$ cat src/rtl/stream_ctrl_pkg.sv
// Shared state encoding, memory opcodes and element sizing for the stream compute sequencer.
package stream_ctrl_pkg;

  typedef enum logic [2:0] {
    IDLE    = 3'd0,
    RD_REQ  = 3'd1,
    RD_DATA = 3'd2,
    WR_REQ  = 3'd3,
    WR_DATA = 3'd4,
    DONE    = 3'd5
  } state_t;

  localparam logic MEM_OP_RD = 1'b0;
  localparam logic MEM_OP_WR = 1'b1;

  localparam int DEF_MEM_DATA_BITS = 64;
  localparam int ELEM_BYTES        = DEF_MEM_DATA_BITS / 8;

endpackage

$ cat src/rtl/stream_fifo.sv
// Burst buffer: synchronous FIFO, DEPTH a power of 2 (>= 2); pop_dat shows the head, zero latency.
// Push is ignored when full and pop when empty, so the caller gates with full/empty.
module stream_fifo #(
  parameter int WIDTH = 64,
  parameter int DEPTH = 8
) (
  input  logic             clock,
  input  logic             reset,
  input  logic             push,
  input  logic [WIDTH-1:0] push_dat,
  input  logic             pop,
  output logic [WIDTH-1:0] pop_dat,
  output logic             full,
  output logic             empty
);
  localparam int AW = $clog2(DEPTH);

  logic [WIDTH-1:0] mem_q [DEPTH];
  logic [AW:0]      wr_ptr_q, wr_ptr_d;
  logic [AW:0]      rd_ptr_q, rd_ptr_d;
  logic             do_push, do_pop;

  // Extra pointer MSB separates full from empty when the index bits match.
  assign empty   = (wr_ptr_q == rd_ptr_q);
  assign full    = (wr_ptr_q[AW] != rd_ptr_q[AW]) && (wr_ptr_q[AW-1:0] == rd_ptr_q[AW-1:0]);
  assign do_push = push & ~full;
  assign do_pop  = pop & ~empty;
  assign pop_dat = mem_q[rd_ptr_q[AW-1:0]];

  always_comb begin
    wr_ptr_d = wr_ptr_q;
    rd_ptr_d = rd_ptr_q;
    if (do_push) wr_ptr_d = wr_ptr_q + 1'b1;
    if (do_pop)  rd_ptr_d = rd_ptr_q + 1'b1;
  end

  always_ff @(posedge clock or posedge reset) begin
    if (reset) begin
      wr_ptr_q <= '0;
      rd_ptr_q <= '0;
    end else begin
      wr_ptr_q <= wr_ptr_d;
      rd_ptr_q <= rd_ptr_d;
    end
  end

  always_ff @(posedge clock) begin
    if (do_push) mem_q[wr_ptr_q[AW-1:0]] <= push_dat;
  end

endmodule

$ cat src/rtl/stream_compute_ctrl.sv
// Read burst -> add ADD_VALUE -> write burst sequencer; handshakes move the FSM with 0-cycle latency, any low ready/valid stalls it.
// Defining STREAM_CTRL_CYCLE_COUNT_EN adds a saturating launch-to-finish counter on `cycles`; otherwise `cycles` is 0.
module stream_compute_ctrl
  import stream_ctrl_pkg::*;
#(
  parameter int MEM_ADDR_BITS  = 64,
  parameter int MEM_DATA_BITS  = DEF_MEM_DATA_BITS,
  parameter int MEM_LEN_BITS   = 8,
  parameter int HOST_DATA_BITS = 32,
  parameter int BURST_LEN      = 8,
  parameter int ADD_VALUE      = 1
) (
  input  logic                      clock,
  input  logic                      reset,
  input  logic                      launch,
  output logic                      finish,
  input  logic [HOST_DATA_BITS-1:0] length,
  input  logic [MEM_ADDR_BITS-1:0]  inp_baddr,
  input  logic [MEM_ADDR_BITS-1:0]  out_baddr,
  output logic                      mem_req_valid,
  input  logic                      mem_req_ready,
  output logic                      mem_req_opcode,
  output logic [MEM_LEN_BITS-1:0]   mem_req_len,
  output logic [MEM_ADDR_BITS-1:0]  mem_req_addr,
  input  logic                      mem_rd_valid,
  output logic                      mem_rd_ready,
  input  logic [MEM_DATA_BITS-1:0]  mem_rd_bits,
  output logic                      mem_wr_valid,
  input  logic                      mem_wr_ready,
  output logic [MEM_DATA_BITS-1:0]  mem_wr_bits,
  output logic [31:0]               cycles
);
  // One extra bit so a full burst of 2**MEM_LEN_BITS beats is representable.
  localparam int CW         = MEM_LEN_BITS + 1;
  localparam int BEAT_BYTES = MEM_DATA_BITS / 8;

  state_t                    state_q, state_d;
  logic                      launch_q, launch_d;
  logic [HOST_DATA_BITS-1:0] rem_q, rem_d;
  logic [MEM_ADDR_BITS-1:0]  raddr_q, raddr_d;
  logic [MEM_ADDR_BITS-1:0]  waddr_q, waddr_d;
  logic [CW-1:0]             chunk_q, chunk_d;
  logic [CW-1:0]             cnt_q, cnt_d;

  logic                      start, rd_fire, wr_fire, last_beat;
  logic                      buf_full, buf_empty;
  logic [MEM_DATA_BITS-1:0]  buf_dat;
  logic [HOST_DATA_BITS-1:0] rem_next;
  logic [MEM_ADDR_BITS-1:0]  step;

  function automatic logic [CW-1:0] chunk_of(input logic [HOST_DATA_BITS-1:0] r);
    if (r < HOST_DATA_BITS'(BURST_LEN)) return CW'(r);
    return CW'(BURST_LEN);
  endfunction

  assign launch_d  = launch;
  assign start     = launch & ~launch_q & (state_q == IDLE);
  assign rd_fire   = mem_rd_valid & mem_rd_ready;
  assign wr_fire   = mem_wr_valid & mem_wr_ready;
  assign last_beat = (cnt_q == chunk_q - CW'(1));
  assign rem_next  = rem_q - HOST_DATA_BITS'(chunk_q);
  assign step      = MEM_ADDR_BITS'(chunk_q) * MEM_ADDR_BITS'(BEAT_BYTES);

  assign finish         = (state_q == DONE);
  assign mem_req_valid  = (state_q == RD_REQ) || (state_q == WR_REQ);
  assign mem_req_opcode = (state_q == WR_REQ) ? MEM_OP_WR : MEM_OP_RD;
  assign mem_req_len    = mem_req_valid ? MEM_LEN_BITS'(chunk_q - CW'(1)) : '0;
  assign mem_req_addr   = (state_q == RD_REQ) ? raddr_q :
                          (state_q == WR_REQ) ? waddr_q : '0;
  assign mem_rd_ready   = (state_q == RD_DATA) & ~buf_full;
  assign mem_wr_valid   = (state_q == WR_DATA) & ~buf_empty;
  assign mem_wr_bits    = mem_wr_valid ? buf_dat : '0;

  always_comb begin
    state_d = state_q;
    rem_d   = rem_q;
    raddr_d = raddr_q;
    waddr_d = waddr_q;
    chunk_d = chunk_q;
    cnt_d   = cnt_q;
    case (state_q)
      IDLE: begin
        if (start) begin
          rem_d   = length;
          raddr_d = inp_baddr;
          waddr_d = out_baddr;
          chunk_d = chunk_of(length);
          state_d = (length == '0) ? DONE : RD_REQ;
        end
      end
      RD_REQ: begin
        cnt_d = '0;
        if (mem_req_ready) state_d = RD_DATA;
      end
      RD_DATA: begin
        if (rd_fire) begin
          cnt_d = last_beat ? '0 : cnt_q + CW'(1);
          if (last_beat) state_d = WR_REQ;
        end
      end
      WR_REQ: begin
        if (mem_req_ready) state_d = WR_DATA;
      end
      WR_DATA: begin
        if (wr_fire) begin
          cnt_d = last_beat ? '0 : cnt_q + CW'(1);
          if (last_beat) begin
            rem_d   = rem_next;
            raddr_d = raddr_q + step;
            waddr_d = waddr_q + step;
            chunk_d = chunk_of(rem_next);
            state_d = (rem_next == '0) ? DONE : RD_REQ;
          end
        end
      end
      DONE:    state_d = IDLE;
      default: state_d = IDLE;
    endcase
  end

  always_ff @(posedge clock or posedge reset) begin
    if (reset) begin
      state_q  <= IDLE;
      launch_q <= 1'b0;
      rem_q    <= '0;
      raddr_q  <= '0;
      waddr_q  <= '0;
      chunk_q  <= '0;
      cnt_q    <= '0;
    end else begin
      state_q  <= state_d;
      launch_q <= launch_d;
      rem_q    <= rem_d;
      raddr_q  <= raddr_d;
      waddr_q  <= waddr_d;
      chunk_q  <= chunk_d;
      cnt_q    <= cnt_d;
    end
  end

  stream_fifo #(
    .WIDTH (MEM_DATA_BITS),
    .DEPTH (BURST_LEN)
  ) u_buf (
    .clock    (clock),
    .reset    (reset),
    .push     (rd_fire),
    .push_dat (mem_rd_bits + MEM_DATA_BITS'(ADD_VALUE)),
    .pop      (wr_fire),
    .pop_dat  (buf_dat),
    .full     (buf_full),
    .empty    (buf_empty)
  );

`ifdef STREAM_CTRL_CYCLE_COUNT_EN
  logic [31:0] cyc_q, cyc_d;

  always_comb begin
    cyc_d = cyc_q;
    if (start) cyc_d = '0;
    else if ((state_q != IDLE) && (cyc_q != '1)) cyc_d = cyc_q + 32'd1;
  end

  always_ff @(posedge clock or posedge reset) begin
    if (reset) cyc_q <= '0;
    else       cyc_q <= cyc_d;
  end

  assign cycles = cyc_q;
`else
  assign cycles = '0;
`endif

endmodule
$ cat config.mk
export PLATFORM = sky130hd
export DESIGN_NAME = stream_compute_ctrl
export DESIGN_NICKNAME = d
export VERILOG_FILES = /design/src/rtl/stream_ctrl_pkg.sv /design/src/rtl/stream_fifo.sv /design/src/rtl/stream_compute_ctrl.sv
export SDC_FILE = /design/constraint.sdc
export NUM_CORES = 1
export LEC_CHECK = 0
export CAP_MARGIN = 10
export CORE_MARGIN = 2
export CORE_UTILIZATION = 52
export DETAILED_ROUTE_END_ITERATION = 12
export GPL_TIMING_DRIVEN = 1
export MAX_ROUTING_LAYER = met4
export PLACE_DENSITY_LB_ADDON = 0.12
export SYNTH_ARGS = -nofsm -noshare
export SYNTH_HDL_FRONTEND = slang
export SYNTH_SLANG_ARGS = --single-unit
$ cat constraint.sdc
create_clock -name clock -period 19.2 [get_ports clock]
set_input_delay 1.92 -clock clock [delete_from_list [all_inputs] [get_ports clock]]
set_output_delay 1.92 -clock clock [all_outputs]
set_load 0.01 [all_outputs]
==> impl_metrics.env <==
export IMPL_fmax_ghz=0.150
export IMPL_drcViolationCount=0
export IMPL_syn_to_final_growth_pct=19.9
export IMPL_synth_edf_count=512
export IMPL_peakVddDrop_mv=0.0867
export IMPL_cts_made_buffers=76
export IMPL_crit_fanout=55
export IMPL_rsz0062_at_grt="no"
export IMPL_vias=24600
export IMPL_fp_dieW_microns=261
export IMPL_cp_required_ns=17.28
export IMPL_worst_slack_ns=12.53
export IMPL_multiInputGateArea_sq_um=13400
export IMPL_finalClockSkew_ns=0.0248
export IMPL_antenna_found_initial=4
export IMPL_synth_distinct_cells=86
export IMPL_die_area_sq_um=68300
export IMPL_grt_max_degree=121
export IMPL_fin_crit_sh_pct=34.7
export IMPL_setup_violations=0
export IMPL_fillers=5006
export IMPL_routed_via_density=6.12
export IMPL_dp_hpwl_microns=61800
export IMPL_syn_inst=2774
export IMPL_syn_area_sq_um=34400
export IMPL_p_total_w=0.00562
export IMPL_worst_pin_slew_ns=1.19
export IMPL_status="completed"
export IMPL_cts_sinks=702
export IMPL_dp_slack_ns=12.99
export IMPL_power_density_nw_per_um2=136
export IMPL_cts_root_buf="clkbuf_16"
export IMPL_cap_violations=0
export IMPL_r2r_slack_ns=14.03
export IMPL_std_cell_rows=94
export IMPL_cts_buffer_depth=3
export IMPL_htreeDepth=3
export IMPL_worstReg2RegStart="state_q[1]"
export IMPL_min_to="waddr_q[1]"
export IMPL_wl_met3_microns=6910
export IMPL_insertion_delay_ns=0.63
export IMPL_finalHoldViolCount=0
export IMPL_ant_nets=0
export IMPL_whs_path_depth=2
export IMPL_worstSetupPathType="flop to output port"
export IMPL_cts_hold_buf=0
export IMPL_maxSlewHeadroom_pct=19.7
export IMPL_synth_area_per_cell_sq_um=12.4
export IMPL_cp_data_arrival_time_ns=4.75
export IMPL_synth_flop_cell="edfxtp_1"
export IMPL_initial_utilization_pct=52.5
export IMPL_r2r_end="raddr_q[40]"
export IMPL_avgRoutedWirePerCell_microns=23.9
export IMPL_drt_iter0_drc=2122
export IMPL_top_layer_used="met4"
export IMPL_wl_met2_microns=48200
export IMPL_track_usage_pct=28.8
export IMPL_fp_coreArea_sq_um=65600
export IMPL_drive_above_1_share_pct=9.64
export IMPL_async_reset_ff_share_pct=27.1
export IMPL_globalplace_congestion=0.938
export IMPL_wl_met1_microns=38000
export IMPL_nNetsFinal=3360
export IMPL_drtPass1Iterations=8
export IMPL_grt_pass1_wl_microns=145000
export IMPL_ys_ff_latch=702
export IMPL_totalWireLength_microns=96200
export IMPL_yosysSeqAreaShare_pct=58.4
export IMPL_portBuffers=370
export IMPL_gr_total_overflow=0
export IMPL_r2r_cells=11
export IMPL_die_height_microns=261
export IMPL_cp_start_kind="flop"
export IMPL_top_level_ports=403
export IMPL_leakage_nw=14.2
export IMPL_cts_resized=0
export IMPL_ys_warn_count=0
export IMPL_cts_tree="built"
export IMPL_layout_min_cycle_time_ns=6.67
export IMPL_finalMaxSlewViolations=0
export IMPL_hp_class="flop to flop"
export IMPL_crit_path_end_kind="output port"
export IMPL_first_global_vias=24500
export IMPL_clk_pin_slew_ns=0.06
export IMPL_register_area_sq_um=20100
export IMPL_min_delay_start="waddr_q[1]"
export IMPL_cts_setup_buffers=0
export IMPL_setup_tns_ns=0
==> cells in the final DEF (no fill, tap or decap), types with 12 or more instances in the layout <==
master | Yosys | routed
edfxtp_1 | 512 | 512
clkdlybuf4s50_1 | 0 | 370
nor2_1 | 320 | 319
nand2_1 | 226 | 224
a21oi_1 | 198 | 198
dfrtp_1 | 190 | 186
mux2i_1 | 133 | 133
mux4_2 | 128 | 128
o21ai_0 | 86 | 86
xnor2_1 | 78 | 78
clkbuf_16 | 0 | 77
nand3_1 | 74 | 74
o22ai_1 | 55 | 55
nor3_1 | 57 | 54
and3_1 | 49 | 49
nand4_1 | 38 | 38
inv_1 | 38 | 37
buf_4 | 35 | 34
ha_1 | 32 | 32
conb_1 | 1 | 32
xor2_1 | 27 | 27
a31oi_1 | 27 | 27
nor4_1 | 23 | 21
o22a_1 | 21 | 21
o21ai_1 | 19 | 19
nand2b_1 | 18 | 17
a211oi_1 | 18 | 17
and2_1 | 16 | 15
and4_1 | 15 | 15
clkinv_1 | 0 | 15
clkinv_2 | 0 | 14
clkbuf_1 | 98 | 14
a21o_1 | 12 | 12
a311oi_1 | 12 | 12
==> critical path: stages (launching register included) <==
cell             delay [ns]
dfrtp_4                0.79
buf_4                  0.94
buf_4                  0.91
mux4_2                 0.61
mux2i_1                0.22
nor2_1                 0.07
clkdlybuf4s50_1        0.52
==> registers in the layout, summed over array words and instances, names as in the netlist <==
signal          flops
cnt_q               9
launch_q            1
u_buf.rd_ptr_q      4
raddr_q            64
waddr_q            64
chunk_q             9
u_buf.wr_ptr_q      4
u_buf.mem_q       512
state_q             3
rem_q              32
==> cells by family (layout without fill, tap and decap cells) <==
logic type                 Yosys count  in the layout  share of synthesized area [%]
DFF                                702            702                           58.4
AOI/OAI and AO/OA                  543            543                           9.79
buffers and inverters              230            579                           3.11
adders and majority gates           35             35                           1.34
muxes                              262            262                           12.3
xor gates and xnor gates           109            109                           2.93
other                                1             37                         0.0109
and+or+nand+nor                    892            892                           12.1
==> metal layers <==
metal	vias up	global-route usage (%)
li1	11200	-
met5	-	-
met2	962	47.5
met3	177	5.13
met1	12300	36.2
met4	0	9.79
==> through the flow <==
step                      instance area (sq um)  hold slack, ns  cells  utilization [%]
final                                     41300           0.477   4023             62.9
after floorplan                           34600           0.445   2805                -
after global routing                      41300           0.501   4022             62.9
after global placement                    38800           0.457   3881             59.1
after CTS                                 41300           0.480   4018             62.9
after detailed placement                  38800           0.467   3881             59.1
==> worst max-delay path by stage <==
stage	start	end	slack (ns)	depth (start not counted)
after floorplan	mem_rd_valid	u_buf.mem_q[4][0]	9.86	2
after CTS	u_buf.rd_ptr_q[0]	mem_wr_bits[33]	12.33	6
after global placement	u_buf.rd_ptr_q[0]	mem_wr_bits[39]	13.03	6
after detailed placement	u_buf.rd_ptr_q[0]	mem_wr_bits[52]	12.99	6
after global routing	u_buf.rd_ptr_q[0]	mem_wr_bits[59]	12.03	6
final	u_buf.rd_ptr_q[0]	mem_wr_bits[39]	12.53	6
==> final cells by class <==
type                    count  area share, %
diodes                      5         0.0303
clock buffers              94           4.89
clock inverters            43           1.20
inverters                  38          0.364
multi-input cells        1873           32.5
flip-flops and latches    702           48.8
well taps                 864           2.62
repair buffers            404           9.58
==> cell usage after synthesis, types with 6 or more instances <==
library cell  count  area (sq um)
edfxtp_1        512         15400
nor2_1          320          1200
nand2_1         226           848
a21oi_1         198           991
dfrtp_1         190          4750
mux2i_1         133          1330
mux4_2          128          2880
clkbuf_1         98           368
o21ai_0          86           430
xnor2_1          78           683
nand3_1          74           370
nor3_1           57           285
o22ai_1          55           344
and3_1           49           307
inv_1            38           143
nand4_1          38           238
buf_4            35           263
ha_1             32           400
buf_1            28           105
a31oi_1          27           169
xor2_1           27           236
buf_2            25           125
nor4_1           23           144
o22a_1           21           184
o21ai_1          19          95.1
a211oi_1         18           135
nand2b_1         18           113
and2_1           16           100
and4_1           15           131
a21o_1           12          90.1
a311oi_1         12           105
nor2b_1          10          62.6
or3_1            10          62.6
o2bb2ai_1         9          78.8
o21a_1            8          60.1
or4_1             8          60.1
a41oi_1           7          61.3
o31ai_1           7          52.6
buf_6             6          67.6
nor3b_1           6          45.0
o211ai_1          6          45.0
==> power by group <==
group	internal (W)	switching (W)	total, W
combinational	0.000901	0.00105	0.00195
clock	0.000874	0.000609	0.00148
sequential	0.00187	0.000312	0.00218
total	0.00364	0.00197	0.00562
Power figures use the tool's default switching activity.
